File: src/rtl/rast_iter_pkg.sv
// Shared types for the sample iterator: FSM states, subsample encodings, bbox struct and step helper.
package rast_iter_pkg;

    localparam int unsigned SigFig = 24;
    localparam int unsigned Radix  = 10;

    typedef enum logic [0:0] {
        StWait,
        StTest
    } iter_state_e;

    localparam logic [3:0] SubStep1 = 4'b1000;
    localparam logic [3:0] SubStep2 = 4'b0100;
    localparam logic [3:0] SubStep4 = 4'b0010;
    localparam logic [3:0] SubStep8 = 4'b0001;

    typedef struct packed {
        logic [SigFig-1:0] ll_x;
        logic [SigFig-1:0] ll_y;
        logic [SigFig-1:0] ur_x;
        logic [SigFig-1:0] ur_y;
    } bbox_t;

    // Anything that is not exactly one-hot falls back to a full-pixel step.
    function automatic logic [SigFig-1:0] step_from_subsample(input logic [3:0] sub,
                                                              input int unsigned radix);
        int unsigned k;
        case (sub)
            SubStep2: k = 1;
            SubStep4: k = 2;
            SubStep8: k = 3;
            default:  k = 0;
        endcase
        return {{(SigFig-1){1'b0}}, 1'b1} << (radix - k);
    endfunction

endpackage

File: src/rtl/sample_step_gen.sv
// Combinational raster step: next sample position and last-sample flag for the current box.
module sample_step_gen #(
    parameter int unsigned SIGFIG = 24
) (
    input  logic [SIGFIG-1:0] x_i,
    input  logic [SIGFIG-1:0] y_i,
    input  logic [SIGFIG-1:0] ll_x_i,
    input  logic [SIGFIG-1:0] ur_x_i,
    input  logic [SIGFIG-1:0] ur_y_i,
    input  logic [SIGFIG-1:0] step_i,
    output logic [SIGFIG-1:0] next_x_o,
    output logic [SIGFIG-1:0] next_y_o,
    output logic              last_o
);

    // One extra bit so x+step near the positive edge cannot wrap negative.
    logic signed [SIGFIG:0] x_inc;
    logic signed [SIGFIG:0] y_inc;
    logic signed [SIGFIG:0] ur_x_ext;
    logic signed [SIGFIG:0] ur_y_ext;
    logic                   x_fits;
    logic                   y_fits;

    always_comb begin
        x_inc    = $signed({x_i[SIGFIG-1], x_i}) + $signed({1'b0, step_i});
        y_inc    = $signed({y_i[SIGFIG-1], y_i}) + $signed({1'b0, step_i});
        ur_x_ext = $signed({ur_x_i[SIGFIG-1], ur_x_i});
        ur_y_ext = $signed({ur_y_i[SIGFIG-1], ur_y_i});
        x_fits   = (x_inc <= ur_x_ext);
        y_fits   = (y_inc <= ur_y_ext);
        next_x_o = x_fits ? x_inc[SIGFIG-1:0] : ll_x_i;
        next_y_o = x_fits ? y_i : y_inc[SIGFIG-1:0];
        last_o   = !x_fits && !y_fits;
    end

endmodule

File: src/rtl/sample_iter_ctrl.sv
// Walks sample positions across one bounding box in raster order with downstream backpressure.
// Optional SAMP_ITER_PERF_EN adds saturating handshake and stall counters.
module sample_iter_ctrl
    import rast_iter_pkg::*;
#(
    parameter int unsigned SIGFIG = SigFig,
    parameter int unsigned RADIX  = Radix,
    parameter int unsigned TAG_W  = 8
) (
    input  logic              clk,
    input  logic              rst,
    input  logic              box_valid_i,
    input  logic [SIGFIG-1:0] box_ll_x_i,
    input  logic [SIGFIG-1:0] box_ll_y_i,
    input  logic [SIGFIG-1:0] box_ur_x_i,
    input  logic [SIGFIG-1:0] box_ur_y_i,
    input  logic [TAG_W-1:0]  box_tag_i,
    input  logic [3:0]        subsample_i,
    output logic              halt_o,
    input  logic              samp_ready_i,
    output logic              samp_valid_o,
    output logic [SIGFIG-1:0] samp_x_o,
    output logic [SIGFIG-1:0] samp_y_o,
    output logic [TAG_W-1:0]  samp_tag_o,
    output logic              samp_last_o
`ifdef SAMP_ITER_PERF_EN
    ,
    output logic [31:0]       perf_samples_o,
    output logic [31:0]       perf_stall_o
`endif
);

    iter_state_e       state_q, state_d;
    bbox_t             box_q, box_d;
    logic [TAG_W-1:0]  tag_q, tag_d;
    logic [SIGFIG-1:0] step_q, step_d;
    logic [SIGFIG-1:0] x_q, x_d;
    logic [SIGFIG-1:0] y_q, y_d;

    logic [SIGFIG-1:0] next_x;
    logic [SIGFIG-1:0] next_y;
    logic              step_last;
    logic              degenerate;

    assign degenerate = ($signed(box_ur_x_i) < $signed(box_ll_x_i)) ||
                        ($signed(box_ur_y_i) < $signed(box_ll_y_i));

    sample_step_gen #(
        .SIGFIG(SIGFIG)
    ) u_step_gen (
        .x_i     (x_q),
        .y_i     (y_q),
        .ll_x_i  (box_q.ll_x),
        .ur_x_i  (box_q.ur_x),
        .ur_y_i  (box_q.ur_y),
        .step_i  (step_q),
        .next_x_o(next_x),
        .next_y_o(next_y),
        .last_o  (step_last)
    );

    always_comb begin
        state_d = state_q;
        box_d   = box_q;
        tag_d   = tag_q;
        step_d  = step_q;
        x_d     = x_q;
        y_d     = y_q;
        unique case (state_q)
            StWait: begin
                if (box_valid_i && !degenerate) begin
                    box_d.ll_x = box_ll_x_i;
                    box_d.ll_y = box_ll_y_i;
                    box_d.ur_x = box_ur_x_i;
                    box_d.ur_y = box_ur_y_i;
                    tag_d      = box_tag_i;
                    step_d     = step_from_subsample(subsample_i, RADIX);
                    x_d        = box_ll_x_i;
                    y_d        = box_ll_y_i;
                    state_d    = StTest;
                end
            end
            StTest: begin
                if (samp_ready_i) begin
                    if (step_last) begin
                        state_d = StWait;
                    end else begin
                        x_d = next_x;
                        y_d = next_y;
                    end
                end
            end
            default: state_d = StWait;
        endcase
    end

    always_ff @(posedge clk) begin
        if (rst) begin
            state_q <= StWait;
            box_q   <= '0;
            tag_q   <= '0;
            step_q  <= '0;
            x_q     <= '0;
            y_q     <= '0;
        end else begin
            state_q <= state_d;
            box_q   <= box_d;
            tag_q   <= tag_d;
            step_q  <= step_d;
            x_q     <= x_d;
            y_q     <= y_d;
        end
    end

    assign halt_o       = (state_q == StTest);
    assign samp_valid_o = (state_q == StTest);
    assign samp_x_o     = x_q;
    assign samp_y_o     = y_q;
    assign samp_tag_o   = tag_q;
    assign samp_last_o  = (state_q == StTest) && step_last;

`ifdef SAMP_ITER_PERF_EN
    logic [31:0] perf_samples_q;
    logic [31:0] perf_stall_q;

    always_ff @(posedge clk) begin
        if (rst) begin
            perf_samples_q <= '0;
            perf_stall_q   <= '0;
        end else begin
            if (samp_valid_o && samp_ready_i && (perf_samples_q != '1)) begin
                perf_samples_q <= perf_samples_q + 32'd1;
            end
            if (samp_valid_o && !samp_ready_i && (perf_stall_q != '1)) begin
                perf_stall_q <= perf_stall_q + 32'd1;
            end
        end
    end

    assign perf_samples_o = perf_samples_q;
    assign perf_stall_o   = perf_stall_q;
`endif

endmodule

File: config.mk
export PLATFORM = sky130hd
export DESIGN_NAME = sample_iter_ctrl
export DESIGN_NICKNAME = d
export VERILOG_FILES = /design/src/rtl/rast_iter_pkg.sv /design/src/rtl/sample_step_gen.sv /design/src/rtl/sample_iter_ctrl.sv
export SDC_FILE = /design/constraint.sdc
export NUM_CORES = 1
export LEC_CHECK = 0
export ABC_CLOCK_PERIOD_IN_PS = 6440
export CORE_AREA = 2 2 176 178
export DETAILED_ROUTE_END_ITERATION = 16
export DIE_AREA = 0 0 178 180
export PLACE_DENSITY_LB_ADDON = 0.3
export SLEW_MARGIN = 10
export SYNTH_ARGS = -nofsm -noshare
export SYNTH_HDL_FRONTEND = slang
export SYNTH_SLANG_ARGS = --single-unit
File: constraint.sdc
create_clock -name clk -period 6.44 [get_ports clk]
set_input_delay 1.288 -clock clk [delete_from_list [all_inputs] [get_ports clk]]
set_output_delay 1.288 -clock clk [all_outputs]
set_load 0.1 [all_outputs]
==> results.yml <==
pwr:
  p_leak_uw: 0.00532
  p_per_area_nw_per_um2: 285
  p_total_uw: 3700
  irDropWorstVdd_v: 0.000256
synth:
  yosys_warnings: 0
  synth_ff_type: "dfxtp_1"
  synth_cells: 1226
  synthArstFlopShare: 0
  yosysSeqAreaShare: 0.281
  synth_edf_count: 0
  syn-num-nets: 1468
  synth.cell_area_sq_um: 10100
  avgSynthCellArea_sq_um: 8.25
  yosys_register_bits: 142
  yosysUniqueCellTypes: 75
run:
  drv_cap: 0
sta:
  finClkSkew_ps: 11.1
  setup_tns_ps: 0
  fin_ws_ps: 298
  fmax_ghz: 0.163
  slew_headroom: 0.286
  worstMarginPinSlew_ps: 1070
  fin_crit_sh: 0.954
  post-route-min-period_ps: 6140
  slew_violations: 0
  setup_viol: 0
  hold_viol_final: 0
route:
  routed_via_density: 5.31
  drt-wirelength-per-cell_microns: 17.9
  drc: 0
  wirelength_mm: 32.0
  drt-initial-drc-count: 721
  routed-via-count: 9515
  ant_nets: 0
  dr.pass1.iters: 5
min_path:
  hold_path_class: "reg -> reg"
  holdCritStartpoint: "samp_x_o[0]"
  min_to: "samp_x_o[0]"
  min_path_cells: 2
worst_setup_path:
  worstSetupStartpointType: "flip-flop"
  reg2reg_from: "samp_y_o[0]"
  cp-end-kind: "output port"
  crit_path_start: "step_q[4]"
  cp.arrival_ps: 4850
  cp_max_fo: 5
  r2r_setup_slack_ps: 960
  worst_ep_required_time_ps: 5150
  ff2ff_path_depth: 20
  reg2reg_to: "samp_y_o[1]"
  worstSetupPathType: "reg -> out"
floorplanning:
  die_y_microns: 180
  die_w_microns: 178
  start_util: 0.335
  ios: 171
  coreArea_sq_um: 30200
  placementRows: 64
  dieArea_sq_um: 32000
grt:
  grt_overflow: 0
  grt_pass1_vias: 9234
  grt_max_degree: 70
  grt_antenna_before_repair: 0
  grt_pass1_wl_mm: 50.1
  track_usage: 0.200
clock_network:
  clk_path_buf_depth: 2
  numCtsBuffers: 17
  clock_sinks: 142
  htreeDepth: 4
  clk_pin_slew_ps: 60
  cts_tree: "yes"
  holdBufCountCts: 0
  clk_latency_ps: 440
  root_buffer: "clkbuf_16"
placement:
  place_inst: 1760
  pre_cts_ws_ps: 288
  port_buffers: 170
  dp_hpwl_mm: 24.5
  gp_congestion: 0.907
cells_and_area:
  mostFrequentLayoutCells: "clkdlybuf4s50_1 (168), nor2_1 (141), dfxtp_1 (137), ha_1 (128), inv_1 (115)"
  post-route-util: 0.430
  layout_commonest_cell: "clkdlybuf4s50_1"
  final_cells: 1792
  drive_gt1_frac: 0.0638
  fin_nets: 1625
  area_growth_syn_to_layout_pct: 28.2
  fill_cells: 3043
  antennaDiodeCount: 0
run_status:
  run_status: "completed"
power breakdown:
| part | switching, uW | internal, uW |
|---|---|---|
| Sequential | 81.7 | 956 |
| Combinational | 1040 | 573 |
| Clock | 405 | 637 |
| Total | 1530 | 2170 |
synth_stat cells (12+ instances only):
library cell,instances,area share
dfxtp_1,142,0.28
nor2_1,141,0.052
ha_1,128,0.16
inv_1,115,0.043
mux2i_1,96,0.095
nand2_1,82,0.030
a21oi_1,77,0.038
nand3_1,35,0.017
nor3_1,34,0.017
clkbuf_1,33,0.012
o21ai_0,32,0.016
xnor2_1,28,0.024
nand4_1,22,0.014
a211oi_1,21,0.016
and3_1,18,0.011
o22ai_1,16,0.0099
buf_2,13,0.0064
a21o_1,12,0.0089
xor2_1,12,0.010
routing by layer:
| layer | track usage | up-vias | wire length (microns) |
|---|---|---|---|
| li1 | - | 4747 | - |
| met1 | 0.267 | 4445 | 14700 |
| met5 | 0 | - | 0 |
| met2 | 0.325 | 286 | 14900 |
| met3 | 0.0376 | 37 | 1810 |
| met4 | 0.0610 | 0 | 655 |
area by class of cell:
| class | count | area, sq um | area share |
|---|---|---|---|
| Clock buffer | 21 | 470 | 0.0363 |
| Timing Repair Buffer | 193 | 1930 | 0.149 |
| Inverter | 117 | 439 | 0.0339 |
| Multi-Input combinational cell | 912 | 6650 | 0.512 |
| Sequential cell | 142 | 2850 | 0.220 |
| Tap cell | 396 | 495 | 0.0382 |
| Clock inverter | 11 | 139 | 0.0107 |
critical path, cell delays in order, from the launching register on:
cell       delay, ps
dfxtp_2          400
ha_1             210
inv_1             60
fa_1             390
nor2b_1          170
o2111ai_1        160
nand4b_1         190
a311oi_2         170
o21ai_2          310
nand4_1          220
xnor2_1          180
ha_1             330
nand3_1          100
or2_0            230
a311o_1          340
and4bb_2         380
or3_4            160
and3_2           250
buf_12           190
state kept, by name (all words and copies together), names as in the netlist:
register,flops
halt_o,1
samp_tag_o,8
box_q,72
samp_x_o,24
samp_y_o,24
step_q,13
worst max-delay path by stage:
stage	to	cells after the start	slack [ps]
3_5_place_dp	samp_last_o	18	290
2_1_floorplan	samp_last_o	16	50
3_3_place_gp	samp_last_o	18	330
4_1_cts	samp_last_o	18	40
6_report	samp_last_o	18	300
5_1_grt	samp_last_o	17	-5
metrics by stage:
stage / cell area [sq um] / hold WS [ps]
after global routing: 13000 / 510
after CTS: 12900 / 489
after floorplan: 10100 / 452
final: 13000 / 486
after detailed placement: 12300 / 480
after global placement: 12300 / 471
kinds of logic after synthesis:
logic type	count (synthesis)	share of synthesized area
AO/OA/AOI/OAI	269	0.184
buffers and inverters	172	0.0688
multiplexers	97	0.0961
XOR/XNOR	40	0.0346
AND/OR/NAND/NOR	376	0.173
flip-flops	142	0.281
adder cells (fa/ha/maj)	130	0.162
timing repair:
item | in CTS | in global routing
setup endpoints to repair | 1 | 1
pin swaps | 0 | 1
gates resized for setup | 1 | 10
setup buffers | 0 | 0
Note: power is estimated with default switching activity, not from simulation.
